## config.mk

```make
export PLATFORM = sky130hd
export DESIGN_NAME = line_buffer_ctrl
export DESIGN_NICKNAME = d
export VERILOG_FILES = /design/src/rtl/line_buffer_ctrl.sv
export SDC_FILE = /design/constraint.sdc
export NUM_CORES = 1
export LEC_CHECK = 0
export CAP_MARGIN = 25
export CELL_PAD_IN_SITES_DETAIL_PLACEMENT = 1
export CELL_PAD_IN_SITES_GLOBAL_PLACEMENT = 1
export CORE_MARGIN = 10
export CORE_UTILIZATION = 40
export DETAILED_ROUTE_END_ITERATION = 12
export GPL_TIMING_DRIVEN = 1
export PLACE_DENSITY = 0.73
export RECOVER_POWER = 25
export REMOVE_ABC_BUFFERS = 1
export SLEW_MARGIN = 20
export SYNTH_ARGS = -nofsm -noshare
export SYNTH_HDL_FRONTEND = slang
export SYNTH_SLANG_ARGS = --single-unit
```

## constraint.sdc

```tcl
create_clock -name clk -period 11.65 [get_ports clk]
set_input_delay 2.9125 -clock clk [delete_from_list [all_inputs] [get_ports clk]]
set_output_delay 2.9125 -clock clk [all_outputs]
set_load 0.05 [all_outputs]
```

## src/rtl/line_buffer_ctrl.sv

```systemverilog
// Raster sequencer for the 3x3 conv line buffer: walks the zero-padded frame, fetches
// interior pixels from RAM and tags valid windows. Define LB_CTRL_WINCNT_EN for win_cnt.
module line_buffer_ctrl #(
    parameter int IMG_W = 224,
    parameter int IMG_H = 224,
    parameter int DW    = 9,
    parameter int AW    = 16
) (
    input  logic          clk,
    input  logic          rst,
    input  logic          start,
    output logic          mem_rd,
    output logic [AW-1:0] mem_addr,
    input  logic [DW-1:0] mem_rdata,
    output logic [DW-1:0] lb_d,
    output logic          win_valid,
    output logic [15:0]   win_row,
    output logic [15:0]   win_col,
    output logic          busy,
`ifdef LB_CTRL_WINCNT_EN
    output logic          done,
    output logic [31:0]   win_cnt
`else
    output logic          done
`endif
);
    localparam int PW = IMG_W + 2;
    localparam int PH = IMG_H + 2;
    localparam int STAGES = 3;
    localparam logic [15:0] LAST_C = 16'(PW - 1);
    localparam logic [15:0] LAST_R = 16'(PH - 1);
    localparam logic [15:0] MAX_C  = 16'(IMG_W);
    localparam logic [15:0] MAX_R  = 16'(IMG_H);

    typedef enum logic [1:0] {S_IDLE, S_FEED, S_DRAIN, S_DONE} state_t;

    state_t        state_q, state_d;
    logic [15:0]   r_q, r_d, c_q, c_d;
    logic [AW-1:0] addr_q, addr_d, last_addr_q, last_addr_d;
    logic [1:0]    drn_q, drn_d;
    logic          pix_vld_q, pix_vld_d;
    logic [STAGES:1]              vld_pipe_q, vld_pipe_d;
    logic [STAGES-1:1][15:0]      row_pipe_q, row_pipe_d, col_pipe_q, col_pipe_d;
    logic [15:0]   win_row_q, win_row_d, win_col_q, win_col_d;
    logic          interior, at_last, feed_go;

    always_comb begin
        state_d     = state_q;
        r_d         = r_q;
        c_d         = c_q;
        addr_d      = addr_q;
        last_addr_d = last_addr_q;
        drn_d       = drn_q;
        feed_go     = 1'b0;
        interior    = (state_q == S_FEED) && (r_q != 16'd0) && (r_q <= MAX_R)
                      && (c_q != 16'd0) && (c_q <= MAX_C);
        at_last     = (r_q == LAST_R) && (c_q == LAST_C);

        case (state_q)
            S_IDLE: feed_go = start;
            S_FEED: begin
                if (c_q == LAST_C) begin
                    c_d = 16'd0;
                    r_d = at_last ? 16'd0 : r_q + 16'd1;
                end else begin
                    c_d = c_q + 16'd1;
                end
                // Address counter walks only interior pixels, so no (r-1)*W product is needed.
                if (interior) begin
                    addr_d      = addr_q + AW'(1);
                    last_addr_d = addr_q;
                end
                if (at_last) begin
                    state_d = S_DRAIN;
                    drn_d   = 2'd0;
                end
            end
            S_DRAIN: begin
                drn_d = drn_q + 2'd1;
                if (drn_q == 2'd2) state_d = S_DONE;
            end
            S_DONE: begin
                state_d = S_IDLE;
                feed_go = start;
            end
            default: state_d = S_IDLE;
        endcase

        if (feed_go) begin
            state_d     = S_FEED;
            r_d         = 16'd0;
            c_d         = 16'd0;
            addr_d      = '0;
            last_addr_d = '0;
        end

        pix_vld_d     = interior;
        vld_pipe_d[1] = (state_q == S_FEED) && (r_q > 16'd1) && (c_q > 16'd1);
        row_pipe_d[1] = r_q - 16'd2;
        col_pipe_d[1] = c_q - 16'd2;
        for (int i = 2; i <= STAGES; i++) vld_pipe_d[i] = vld_pipe_q[i-1];
        for (int i = 2; i < STAGES; i++) begin
            row_pipe_d[i] = row_pipe_q[i-1];
            col_pipe_d[i] = col_pipe_q[i-1];
        end
        // Tag outputs only move on a valid window and otherwise keep the last one.
        win_row_d = vld_pipe_q[STAGES-1] ? row_pipe_q[STAGES-1] : win_row_q;
        win_col_d = vld_pipe_q[STAGES-1] ? col_pipe_q[STAGES-1] : win_col_q;
    end

    always_ff @(posedge clk or posedge rst) begin
        if (rst) begin
            state_q     <= S_IDLE;
            r_q         <= '0;
            c_q         <= '0;
            addr_q      <= '0;
            last_addr_q <= '0;
            drn_q       <= '0;
            pix_vld_q   <= 1'b0;
            vld_pipe_q  <= '0;
            row_pipe_q  <= '0;
            col_pipe_q  <= '0;
            win_row_q   <= '0;
            win_col_q   <= '0;
        end else begin
            state_q     <= state_d;
            r_q         <= r_d;
            c_q         <= c_d;
            addr_q      <= addr_d;
            last_addr_q <= last_addr_d;
            drn_q       <= drn_d;
            pix_vld_q   <= pix_vld_d;
            vld_pipe_q  <= vld_pipe_d;
            row_pipe_q  <= row_pipe_d;
            col_pipe_q  <= col_pipe_d;
            win_row_q   <= win_row_d;
            win_col_q   <= win_col_d;
        end
    end

    assign mem_rd    = interior;
    assign mem_addr  = interior ? addr_q : last_addr_q;
    assign lb_d      = pix_vld_q ? mem_rdata : '0;
    assign win_valid = vld_pipe_q[STAGES];
    assign win_row   = win_row_q;
    assign win_col   = win_col_q;
    assign busy      = (state_q == S_FEED) || (state_q == S_DRAIN);
    assign done      = (state_q == S_DONE);

`ifdef LB_CTRL_WINCNT_EN
    logic [31:0] win_cnt_q, win_cnt_d;

    always_comb begin
        win_cnt_d = win_cnt_q;
        if (feed_go)        win_cnt_d = 32'd0;
        else if (win_valid) win_cnt_d = win_cnt_q + 32'd1;
    end

    always_ff @(posedge clk or posedge rst) begin
        if (rst) win_cnt_q <= '0;
        else     win_cnt_q <= win_cnt_d;
    end

    assign win_cnt = win_cnt_q;
`endif
endmodule

```

==> key figures <==
Finish
  • Layout cell share with drive strength beyond 1: 0.141
  • Area grow syn2layout: 20.9%
  • Fillcell total: 1872
  • N_diodes: 0
  • Final nets: roughly 700

Pwr
  • Total Power: just under 2 mW
  • Leakage: roughly 3.6 nW
  • PD cells: around 220 nW/um^2
  • Maximum VDD drop: 0.168 mV

Critical path
  • WP data arrival: around 4.3 ns
  • Crit Path Category: in2out
  • CP startpoint kind: input pin
  • Critical-path top delay cell: clkdlybuf4s50_1
  • CP Buf/Inv Count: 2
  • Crit. path cell count: 3
  • Crit path largest cell delay: ~0.81 ns
  • Critical R2R Launch: c_q[1]
  • CP delay by family, top: buffers and inverters
  • Crit. Startpoint: mem_rdata[4]
  • Crit-path most repeated cell: clkdlybuf4s50_1
  • Data required, critical path: slightly below 9 ns
  • Crit path cell chain: clkdlybuf4s50_1, and2_1, clkdlybuf4s50_1
  • R2R depth: 8
  • Crit path capture type: primary output
  • Max FO, Critical Path: 1

Run status
  • Status: finished, violations left
  • Failing checks: capacitance limit, slew limit

Floorplan
  • Die height: 154 um
  • FP Rows: 49
  • Die X: ~150 um
  • Core ar.: approximately 18000 sq um
  • Io pins: 73
  • Starting density of the core: 0.404
  • Die ar.: approximately 24000 sq um

Clocking
  • Post-CTS Resized: 0
  • Setup Buffers After CTS: 0
  • H-Tree Depth: 4
  • Longest Clk Path Bufs: 2
  • Hold-fix buffers, CTS: 0
  • Root buf cell: clkbuf_16
  • TritonCTS buffer count: 17
  • Clock-pin slew on the worst setup and hold paths: roughly 0.06 ns
  • CTS tree: built
  • Clock Latency Late Sink: 0.42 ns
  • Clock sink count: 168

Timing
  • Final Critical Period: between 7 and 8 ns
  • Hold Vio Cnt, Final: 0
  • Setup-failing EPs final: 0
  • Count of pins over their slew limit: 34
  • Unrepaired setup endpoints after global routing: false
  • Worst-margin pin slew: roughly 1.8 ns
  • Clock Skew: slightly below 0.01 ns
  • Final worst-path cycle share: 0.621
  • Max Freq: roughly 140 MHz
  • Rel. slew slack: -0.206
  • Setup tns final: 0 ns

Route
  • Routed Antenna Nets: 0
  • WL per Instance: 17.0 um
  • DR DRC count: 0
  • Initial DRT Pass Iterations: 5
  • First-iteration detailed-routing DRC count: 323
  • Wirelength, routed: ~16 mm
  • Via density: 5.21
  • Via count: approximately 4800

GRT
  • Number of antenna violations at the first check in global routing: 0
  • Largest net degree at the start of global routing: 112
  • Vias in the first global route: 5197
  • Global-route wire length before repair: approximately 26 mm
  • Grt total ovfl: 0
  • Tot GR Track Use: 0.132

Run
  • Max_cap viols: 1

Synthesis
  • Synth warn: 0
  • Top area cells in the synthesized netlist: dfrtp_1 (58%), mux2_2 (7.5%), xnor2_1 (2.8%)
  • Mapped cell area: roughly 7200 sq um
  • Cell count after synthesis: 618
  • Cell taking the most area after synthesis: dfrtp_1
  • Syn avg cell area: 11.6 sq um
  • Sequential area share after synthesis: 0.584
  • Synthesized flop and latch total: 168
  • Synth cell types: 48
  • Synth top area share: 0.584

Placed design
  • Final HPWL DP: around 11 mm
  • GP Congestion: around 0.8
  • Number of buffers added on ports: ~70

Min path
  • Hold_sp: row_pipe_d[21]
  • Min-Delay Path Depth: 0
  • Hold WC Path Type: reg2reg
[cell usage in the layout, fill, tap and decap left out, types with 18 or more instances in the layout]
cell,instances
a21oi_1,31
and2_1,27
clkdlybuf4s50_1,72
dfrtp_1,168
inv_1,24
mux2_2,48
nand2_1,34
nor2_1,35
or3_1,18
xnor2_1,23
[synth_stat cells (all sizes together)]
| library cell | instances |
|---|---|
| dfrtp | 168 |
| mux2 | 49 |
| nor2 | 35 |
| nand2 | 34 |
| a21oi | 33 |
| and2 | 27 |
| clkbuf | 26 |
| inv | 25 |
| xnor2 | 23 |
| o21ai | 20 |
| nor3 | 18 |
| or3 | 18 |
| or4 | 18 |
| ha | 16 |
| nand3 | 16 |
| nand4 | 16 |
| o31ai | 15 |
| xor2 | 15 |
| buf | 11 |
| nand2b | 5 |
| nor4 | 4 |
| o211ai | 4 |
| and3 | 3 |
| and4 | 2 |
| nor4b | 2 |
| o41ai | 2 |
| or2 | 2 |
| or4b | 2 |
| a21bo | 1 |
| a311o | 1 |
| a311oi | 1 |
| mux2i | 1 |
| nand3b | 1 |
| o22a | 1 |
| o2bb2ai | 1 |
| o311ai | 1 |
| or3b | 1 |
[metrics by stage]
step                instances  utilization  instance area [sq um]  setup WS (ns)  hold WS [ns]
global placement          885        0.452                   8070           4.46         0.333
CTS                       916        0.486                   8680           4.39         0.351
global route              918        0.488                   8710           4.37         0.354
finish                    918        0.488                   8710           4.41         0.348
detailed placement        885        0.452                   8070           4.39         0.336
floorplan                 581            -                   7030           4.19         0.331
[worst register-to-register path: stages (launching register included)]
cell	delay [ns]
dfrtp_1	0.45
inv_1	0.17
ha_1	0.18
or4b_2	0.63
nor4_1	0.50
nand2_1	0.22
o21ai_1	0.32
buf_4	0.25
a21oi_1	0.07
[final cells by class]
class,count,area (sq um),area share
clock buffers,17,425,0.0489
repair buffers,77,774,0.0889
multi-input cells,388,2730,0.314
flip-flops and latches,168,4200,0.483
clock inverters,14,185,0.0213
well taps,229,287,0.0329
inverters,25,98.8,0.0114
[metal layers]
metal | part of all wire | wire (um) | GRT usage
met1 | 0.45 | 6990 | 0.158
met2 | 0.50 | 7790 | 0.223
met3 | 0.043 | 675 | 0.0351
met4 | 0.013 | 198 | 0.0463
met5 | 0 | 0 | 0
[cells by family after synthesis]
family	count (synthesis)	synth area share
AO/OA/AOI/OAI	80	0.0693
multiplexers	50	0.0786
AND/OR/NAND/NOR	204	0.158
buffers and inverters	62	0.0365
flip-flops	168	0.584
adder cells (fa/ha/maj)	16	0.0278
XOR/XNOR	38	0.0462
[path summary, 6_finish.rpt]
check | endpoint | slack (ns)
hold / removal | row_pipe_q[21] | 0.35
hold reg to reg | row_pipe_q[21] | 0.35
max in group asynchronous | r_q[6] | 7.56
setup reg to reg | r_q[14] | 8.76
min in group asynchronous | vld_pipe_q[3] | 2.93
setup / recovery | lb_d[4] | 4.41
[power breakdown]
part	internal [mW]	switching, mW	leakage [nW]
logic	0.209	0.412	1.30
registers	0.684	0.0515	2.01
clock network	0.342	0.236	0.295
Note: power is estimated with default switching activity, not from simulation.
